$ cat config.mk
export PLATFORM = sky130hd
export DESIGN_NAME = tt_um_dco
export DESIGN_NICKNAME = d
export VERILOG_FILES = /design/src/rtl/tt_um_dco.sv
export SDC_FILE = /design/constraint.sdc
export NUM_CORES = 1
export LEC_CHECK = 0
export ABC_AREA = 1
export CAP_MARGIN = 10
export CORE_ASPECT_RATIO = 0.5
export CORE_MARGIN = 2
export CORE_UTILIZATION = 36
export CTS_CLUSTER_SIZE = 8
export DETAILED_ROUTE_END_ITERATION = 8
export PLACE_DENSITY = 0.62
export SYNTH_ARGS = -nofsm -noshare
export SYNTH_HDL_FRONTEND = slang
export SYNTH_SLANG_ARGS = --single-unit
$ cat constraint.sdc
create_clock -name clk -period 2.95 [get_ports clk]
set_clock_uncertainty 0.15 [all_clocks]
set_input_delay 0.59 -clock clk [delete_from_list [all_inputs] [get_ports clk]]
set_output_delay 0.59 -clock clk [all_outputs]
set_load 0.02 [all_outputs]
$ cat src/rtl/tt_um_dco.sv
// -----------------------------------------------------------------------------
// tt_um_dco -- digitally controlled oscillator for a Tiny Tapeout user tile.
//
// An 8-bit frequency code sets the increment of an ACC_W-bit phase accumulator.
// The accumulator MSB is the main square wave; its carry gives a one-clock tick
// per period; a divide-by-two flop gives an exact 50 % square wave at half rate;
// the next five accumulator bits are a coarse phase ramp.
//     f_out = f_clk * code / 2^ACC_W
//
// Parameters:
//   ACC_W    phase accumulator width, legal range 9..24 (default 10)
//
// Ports:
//   clk      system clock, rising edge
//   rst_n    asynchronous active-low reset, released on the next clk edge
//   ena      tile enable; 0 freezes every register (tick is forced low)
//   ui_in    frequency code (unsigned)
//   uio_in   unused
//   uo_out   [0] square wave, [1] wrap tick, [2] half-rate square wave,
//            [7:3] coarse phase acc[ACC_W-2:ACC_W-6]
//   uio_out  constant 0
//   uio_oe   constant 0 (bidirectionals are inputs)
//
// Build option:
//   CODE_LATCH_ON_WRAP_EN  when defined, a new code is captured only on an
//                          accumulator wrap (or while the held code is 0), so
//                          the running period always completes at the old rate.
// -----------------------------------------------------------------------------
module tt_um_dco #(
   parameter int ACC_W = 10
) (
   input  logic       clk,
   input  logic       rst_n,
   input  logic       ena,
   input  logic [7:0] ui_in,
   input  logic [7:0] uio_in,
   output logic [7:0] uo_out,
   output logic [7:0] uio_out,
   output logic [7:0] uio_oe
);

   logic [7:0]       code_r;
   logic [ACC_W-1:0] acc_r;
   logic             tick_r;
   logic             div2_r;

   logic [ACC_W:0]   sum_s;
   logic             carry_s;
   logic             code_load_s;
   logic             unused_s;

   // Next accumulator value, its carry, and whether the code register reloads.
   always_comb begin
      sum_s       = {1'b0, acc_r} + {{(ACC_W-7){1'b0}}, code_r};
      carry_s     = sum_s[ACC_W];
`ifdef CODE_LATCH_ON_WRAP_EN
      // Reloading while the code is 0 lets a stopped DCO be started at all.
      if (carry_s || (code_r == 8'd0)) begin
         code_load_s = 1'b1;
      end else begin
         code_load_s = 1'b0;
      end
`else
      code_load_s = 1'b1;
`endif
   end

   // Oscillator state: code capture, phase accumulation, wrap tick, divider.
   always_ff @(posedge clk or negedge rst_n) begin
      if (!rst_n) begin
         code_r <= 8'd0;
         acc_r  <= {ACC_W{1'b0}};
         tick_r <= 1'b0;
         div2_r <= 1'b0;
      end else if (ena) begin
         if (code_load_s) begin
            code_r <= ui_in;
         end else begin
            code_r <= code_r;
         end
         acc_r  <= sum_s[ACC_W-1:0];
         tick_r <= carry_s;
         if (carry_s) begin
            div2_r <= ~div2_r;
         end else begin
            div2_r <= div2_r;
         end
      end else begin
         // Disabled: phase and divider hold; the tick must not stretch.
         code_r <= code_r;
         acc_r  <= acc_r;
         tick_r <= 1'b0;
         div2_r <= div2_r;
      end
   end

   // Outputs are direct register taps, no combinational path from inputs.
   assign uo_out  = {acc_r[ACC_W-2 -: 5], div2_r, tick_r, acc_r[ACC_W-1]};
   assign uio_out = 8'd0;
   assign uio_oe  = 8'd0;

   assign unused_s = &{1'b0, uio_in, 1'b0};

endmodule

# Word level (Yosys, flattened, before mapping)
# Index checks and enable logic that the tools add are counted.
[op_classes]
addsub = 1
muxes = 1
bitwise = 1
n_reduce_logical = 1
[ops]
columns = ["operator", "count"]
rows = [
  ["$add A10 B8 Y11", 1],
  ["$reduce_and A2 Y1", 1],
  ["$mux W1", 1],
  ["$not A1 Y1", 1],
]
[word_totals]
register_bits = 20
input_bits = 19
out_inout_bits = 24
elab_cells = 8

# Longest topological paths before layout
# Gate-level depths: netlist (run 1).
[logic_depth]
depth_word = 2
depth_mapped = 11
mapped_depth_nobuf = 11

# Least setup slack after synthesis (run 1)
# No wires, ideal clock.
[synth_timing]
kind = "reg2reg"
start = "register code_r[0]"
end = "register div2_r"
t_arrival_ns = 1.492
required_ns = 2.683
path_slack_ns = 1.191
path_stages_with_launch = 12
path_cell_list = "dfrtp_1 ha_1 inv_1 fa_1 inv_1 nand2_2 o21ai_2 nand2_2 nand2_2 nand2_2 nand2_1 nand2_1"
[synth_via]
elab_chain_cells = 2
[synth_rtl]
columns = ["element", "line", "source"]
rows = [
  ["from (decl)", "42", "logic [7:0] code_r;"],
  ["from (signal assigned)", "77", "code_r <= ui_in;"],
  ["from (signal assigned)", "79", "code_r <= code_r;"],
  ["from (signal assigned)", "90", "code_r <= code_r;"],
  ["$add A10 B8 Y11", "54", "sum_s = {1'b0, acc_r} + {{(ACC_W-7){1'b0}}, code_r};"],
  ["$reduce_and A2 Y1 (no line)", "n/a", ""],
  ["to (signal assigned)", "84", "div2_r <= ~div2_r;"],
  ["to (signal assigned)", "86", "div2_r <= div2_r;"],
  ["to (signal assigned)", "93", "div2_r <= div2_r;"],
  ["to (decl)", "45", "logic div2_r;"],
]
# Every way passes these cells.
# A chain may end at the register's enable or synchronous reset.

# Worst setup path in the final report (run 1)
[layout_timing]
start = "register acc_r[8]"
end = "output uo_out[7]"
[layout_lines]
columns = ["element", "line", "source"]
rows = [
  ["from (decl)", "43", "logic [ACC_W-1:0] acc_r;"],
  ["from (signal assigned)", "72", "acc_r <= {ACC_W{1'b0}};"],
  ["from (signal assigned)", "81", "acc_r <= sum_s[ACC_W-1:0];"],
  ["from (signal assigned)", "91", "acc_r <= acc_r;"],
  ["to (decl)", "37", "output logic [7:0] uo_out,"],
]
# No word-level cell between the ends.

==> results of run 1 <==
## layout by cell type, fill, tap and decap left out, drive strengths merged, types with 2 or more instances in the layout
| master | synthesis | final |
|---|---|---|
| nand3 | 9 | 9 |
| o21ai | 6 | 6 |
| clkbuf | 1 | 3 |
| nor2 | 7 | 7 |
| dfrtp | 20 | 20 |
| conb | 1 | 16 |
| nand2 | 71 | 71 |
| a21oi | 4 | 4 |
| inv | 14 | 14 |
| ha | 8 | 8 |
| clkdlybuf4s50 | 0 | 18 |
| nand3b | 4 | 4 |
| buf | 26 | 2 |
## logic make-up after synthesis
logic type	synth area share, %
DFF	37.0
adders and majority gates	8.88
buffers and inverters	18.7
xor gates and xnor gates	1.30
and+or+nand+nor	28.5
other	0.277
AOI/OAI and AO/OA	5.37
## routing by layer
metal / share of wire (%) / global-route usage (%) / vias up
li1: - / - / 537
met1: 55 / 16.6 / 433
met2: 39 / 18.4 / 35
met3: 5.8 / 3.85 / 2
met4: 0.26 / 4.31 / 0
met5: 0 / 0 / -
## cell type report
cell class | instances | area (µm²) | share of cell area, %
Sequential cell | 20 | 500 | 32.4
Inverter | 15 | 56.3 | 3.65
Timing Repair Buffer | 20 | 195 | 12.7
Clock buffer | 3 | 41.3 | 2.68
Multi-Input combinational cell | 131 | 656 | 42.5
Tap cell | 51 | 63.8 | 4.14
Clock inverter | 1 | 30.0 | 1.95
## through the flow
| stage | instance area [µm²] | hold WS, ns |
|---|---|---|
| 5_1_grt | 1540 | 0.361 |
| 3_5_place_dp | 1470 | 0.320 |
| 4_1_cts | 1540 | 0.340 |
| 3_3_place_gp | 1470 | 0.307 |
| 6_report | 1540 | 0.334 |
| 2_1_floorplan | 1410 | 0.144 |
## Yosys cell counts, types with 2 or more instances
cell,n
o21ai_1,2
ha_1,8
nor2_1,7
nand2_2,5
nand3b_1,4
o21ai_0,3
nand3_1,9
dfrtp_1,20
buf_4,25
nand2_1,66
inv_1,13
a21oi_1,3
## state kept, by name, summed over array words and instances (netlist names)
signal / count
acc_r: 10
div2_r: 1
tick_r: 1
code_r: 8
## worst min path at each step
stage / end / slack [ns] / startpoint
after CTS: acc_r[0] / 0.34 / acc_r[0]
after detailed placement: code_r[2] / 0.32 / code_r[2]
after global routing: code_r[5] / 0.36 / code_r[5]
final: acc_r[0] / 0.33 / acc_r[0]
after global placement: acc_r[0] / 0.31 / acc_r[0]
after floorplan: acc_r[0] / 0.14 / rst_n
## power breakdown
group | total, mW | internal, mW | switching, mW
registers | 0.422 | 0.359 | 0.0634
clock network | 0.270 | 0.181 | 0.0894
logic | 0.685 | 0.288 | 0.397
==> qor.txt, run 1 <==
Status: finished clean
Post-CTS Setup Inserts: 0
Crit-path max FO: 5
Required time of the critical path: 2.21 ns
Critical Path Stages: 1
Cell Chain, Critical Path: clkdlybuf4s50_1
Leakage: 0.816 nW
Startpoint types: flip-flop
Synthesized area per cell: 7.60 µm²
Post-synth EDFFs: 0
# hold bufs at CTS: 0
Skew-Pair Late Insertion Delay: 0.26 ns
Final WL: 2300 µm
CTS clk-pin slew, worst paths: 0.07 ns
RSZ-0062 raised after global routing: false
P&R area growth vs syn: 14.1%
Number of diodes: 0
ANT nets after route: 0
Fin crit share: 69.5%
Post-synthesis sequential area ratio: 37.0%
CTS tree: yes
Antenna violations before repair: 0
Gpl congestion: 0.823
Total track usage: 12.1%
Cell family contributing the most delay on the critical path: buffers and inverters
Hold Path Class: flip-flop to flip-flop
Root buffer cell: clkbuf_8
Beginning of the critical path: acc_r[8]
Nets: 219
Starting density of the core: 38.5%
# resized after CTS: 0
RR Startpoint: code_r[0]
Clock Path Buffers: 2
Yosys top cell by area: dfrtp_1
Final Hold Viols: 0
Pre-antenna DRT Iters: 4
Initial DRC count: 35
Bufs and invs on worst path: 1
Pwr dens: 893 nW/µm²
Buffers on Ports: 18
End of the critical path: uo_out[7]
Finished Core Util: 44.0%
YS warnings: 0
Drt wl/cell: 9.53 µm
Layout cell share with drive strength beyond 1: 7.37%
Element type at the critical path end: output pin
Async SR Flop Fraction: 100%
CP max stage cell: clkdlybuf4s50_1
Pin count of the biggest net entering global routing: 21
Crit Path Class: flip-flop to output pin
Worst Hold Depth: 2
Core ar.: 3510 µm²
Worst endpoint data arrival time: 1.31 ns
Setup WS pre-CTS: 0.986 ns
Grt total ovfl: 0
Clock sinks: 20
VDD IR max: 214 µV
Final worst slack: 0.901 ns
Maxcap violations: 0
Placed cell count: 237
Mapped Area: 1350 µm²
Fillers: 357
Vias in the first global route: 878
Layout Cells excl Fill: 241
Total vias in the final route: 1007
Pwr Total: 1.38 mW
Max stage delay on crit path: 0.63 ns
Main area contributors after synthesis: dfrtp_1 (37%), nand2_1 (18%), buf_4 (14%), ha_1 (7.4%), inv_1 (3.6%)
#FFs+latches synth: 20
DRC: 0
Reg-to-reg slack, setup: 1.01 ns
H-tree depth: 1
CTS Buf Count: 3
Syn Inst Count: 178
Area of the die: 4290 µm²
Global-route wire length before repair: 3960 µm
Die extent in x: 90.7 µm
Final setup fails: 0
Distinct cells, synth: 25
FMAX: 0.488 GHz
Worst R2R Path Depth: 11
Die height: 47.3 µm
I/O pins: 43
Yosys top cell area share: 37.0%
Final Slew Violations: 0
Tmin final: 2.05 ns
Vias per cell: 4.18
# rows: 15
TNS Setup: 0 ns
Synth Flop Type: dfrtp_1
HPWL after DPL: 1780 µm
Reg-to-Reg End: acc_r[6]
(Power assumes the default switching activity.)
==> inputs of run 2 (changes only) <==
==> constraint.sdc (replaced) <==
create_clock -name clk -period 2.1 [get_ports clk]
set_clock_uncertainty 0.15 [all_clocks]
set_input_delay 0.42 -clock clk [delete_from_list [all_inputs] [get_ports clk]]
set_output_delay 0.42 -clock clk [all_outputs]
set_load 0.02 [all_outputs]
==> run 2 against run 1 <==
  * Final area unchanged
  * Combinational power is 41% higher
  * Global-route usage grew 0.83 points
  * Critical path type is now flip-flop to flip-flop
  * Utilization unchanged
  * First-iteration DRC count up 69%
  * Die area stayed put
  * Clock power increased by 43%
  * Total power grew 41%
  * Cell count is the same
  * Worst setup slack worse by 0.74 ns
  * Routed wire length is 3.5% higher
==> qor.txt, run 2 (synthesized netlist as in run 1, its figures left out) <==
Area of the die: 4290 µm² (unchanged)
Commonest cells after routing, fill and taps aside: nand2_1 (66), dfrtp_1 (20), clkdlybuf4s50_1 (18) (unchanged)
Cell Chain, Critical Path: ha_1 > inv_1 > fa_1 > inv_1 > nand2_2 > o21ai_2 > nand2_2 > nand2_2 > nand2_2 > nand2_1 > nand2_1 (was clkdlybuf4s50_1)
I/O pins: 43 (unchanged)
Maxcap violations: 0 (unchanged)
Die extent in x: 90.7 µm (unchanged)
Reg with most FFs: acc_r (unchanged)
CTS clk-pin slew, worst paths: 0.08 ns (was 0.07 ns)
# hold bufs at CTS: 0 (unchanged)
CTS Buf Count: 3 (unchanged)
Area of the multi-input gates: 656 µm² (unchanged)
Startpoint types: flip-flop (unchanged)
Total vias in the final route: 1023 (was 1007)
P&R area growth vs syn: 14.1% (unchanged)
Drt wl/cell: 9.87 µm (was 9.53 µm)
FMAX: 0.517 GHz
Final instance area: 1540 µm² (unchanged)
Core ar.: 3510 µm² (unchanged)
HPWL after DPL: 1780 µm (about the same)
Final Slew Violations: 0 (unchanged)
Hold Path Class: flip-flop to flip-flop (unchanged)
Required time of the critical path: 2.11 ns (was 2.21 ns)
Tmin final: 1.93 ns
Die height: 47.3 µm (unchanged)
Number of diodes: 0 (unchanged)
Largest registers: acc_r: 10 flops, code_r: 8 flops (unchanged)
Pwr Total: 1.95 mW (was 1.38 mW)
Antenna violations before repair: 0 (unchanged)
Root buffer cell: clkbuf_8 (unchanged)
Starting density of the core: 38.5% (unchanged)
Leakage: 0.816 nW (unchanged)
Total track usage: 12.9% (was 12.1%)
TNS Setup: 0 ns (unchanged)
CTS tree: yes (unchanged)
Pre-antenna DRT Iters: 4 (unchanged)
Vias per cell: 4.24 (was 4.18)
# rows: 15 (unchanged)
RSZ-0062 raised after global routing: false (unchanged)
Crit Path Class: flip-flop to flip-flop (was flip-flop to output pin)
Nets: 219 (unchanged)
Final Hold Viols: 0 (unchanged)
Bufs and invs on worst path: 2 (was 1)
Post-CTS Setup Inserts: 0 (unchanged)
# resized after CTS: 0 (unchanged)
H-tree depth: 1 (unchanged)
Pin count of the biggest net entering global routing: 21 (unchanged)
Vias in the first global route: 926 (was 878)
Final WL: 2380 µm (was 2300 µm)
Sequential Area: 500 µm² (unchanged)
Skew-Pair Late Insertion Delay: 0.26 ns (about the same)
Max stage delay on crit path: 0.36 ns (was 0.63 ns)
Final setup fails: 0 (unchanged)
Clock sinks: 20 (unchanged)
DRC: 0 (unchanged)
VDD IR max: 339 µV (was 214 µV)
Cell family contributing the most delay on the critical path: adder cells (was buffers and inverters)
Initial DRC count: 59 (was 35)
Buffers on Ports: 18 (unchanged)
CP max stage cell: dfrtp_1 (was clkdlybuf4s50_1)
Status: finished clean (unchanged)
Global-route wire length before repair: 4280 µm (was 3960 µm)
Reg-to-reg slack, setup: 0.17 ns (was 1.01 ns)
Grt total ovfl: 0 (unchanged)
Max reg flops: 10 (unchanged)
Worst endpoint data arrival time: 1.94 ns (was 1.31 ns)
Cell Area, Placed: 1470 µm² (unchanged)
Fillers: 361 (was 357)
Finished Core Util: 44.0% (unchanged)
Element type at the critical path end: flip-flop (was output pin)
Most common cell after layout, fill and taps aside: nand2_1 (unchanged)
Layout cell share with drive strength beyond 1: 7.37% (unchanged)
Crit-path max FO: 4 (was 5)
Fin crit share: 92.1%
Pwr dens: 1260 nW/µm² (was 893 nW/µm²)
Crit-path most repeated cell: nand2_2
Clock Path Buffers: 2 (unchanged)
ANT nets after route: 0 (unchanged)
Gpl congestion: 0.845 (was 0.823)
## run 2: cell counts in the layout (fill, tap and decap cells not counted)
Identical to the previous run, type by type.
## run 2: metal layers
metal | vias to the layer above | global-route usage, % | wire length, µm
met5 | - | 0 | 0
met4 | 0 | 3.69 | 17
met3 | 2 | 4.33 | 162
met1 | 451 | 17.4 | 1290
met2 | 35 | 20.3 | 904
li1 | 535 | - | -
## run 2: area by class of cell
type | count | share of cell area (%)
clock buffers | 3 | 2.68
clock inverters | 1 | 1.95
repair buffers | 20 | 12.7
well taps | 51 | 4.14
flip-flops and latches | 20 | 32.4
inverters | 15 | 3.65
multi-input cells | 131 | 42.5
## run 2: path summary, 6_finish.rpt
kind	start	end	cells past startpoint
min in group asynchronous	rst_n	code_r[2]	2
max	code_r[0]	div2_r	11
min reg2reg	code_r[5]	code_r[5]	2
max reg2reg	code_r[0]	div2_r	11
min	code_r[5]	code_r[5]	2
max in group asynchronous	rst_n	acc_r[8]	2
## run 2: per-stage QoR
stage	setup slack (ns)	hold slack, ns	std cells
finish	0.165	0.335	241
global route	0.0135	0.357	241
CTS	0.162	0.341	241
detailed placement	0.177	0.321	237
global placement	0.188	0.307	237
floorplan	0.341	-0.0256	193
## run 2: worst register-to-register path, stage by stage (launching register included)
cell,delay (ns)
dfrtp_1,0.36
ha_1,0.22
inv_1,0.07
fa_1,0.35
inv_1,0.09
nand2_2,0.06
o21ai_2,0.19
nand2_2,0.07
nand2_2,0.10
nand2_2,0.06
nand2_1,0.06
nand2_1,0.04
## run 2: power breakdown
| group | leakage, nW | internal (mW) | total [mW] | switching (mW) |
|---|---|---|---|---|
| registers | 0.244 | 0.504 | 0.594 | 0.0901 |
| clock network | 0.0357 | 0.255 | 0.386 | 0.131 |
| logic | 0.537 | 0.404 | 0.967 | 0.563 |
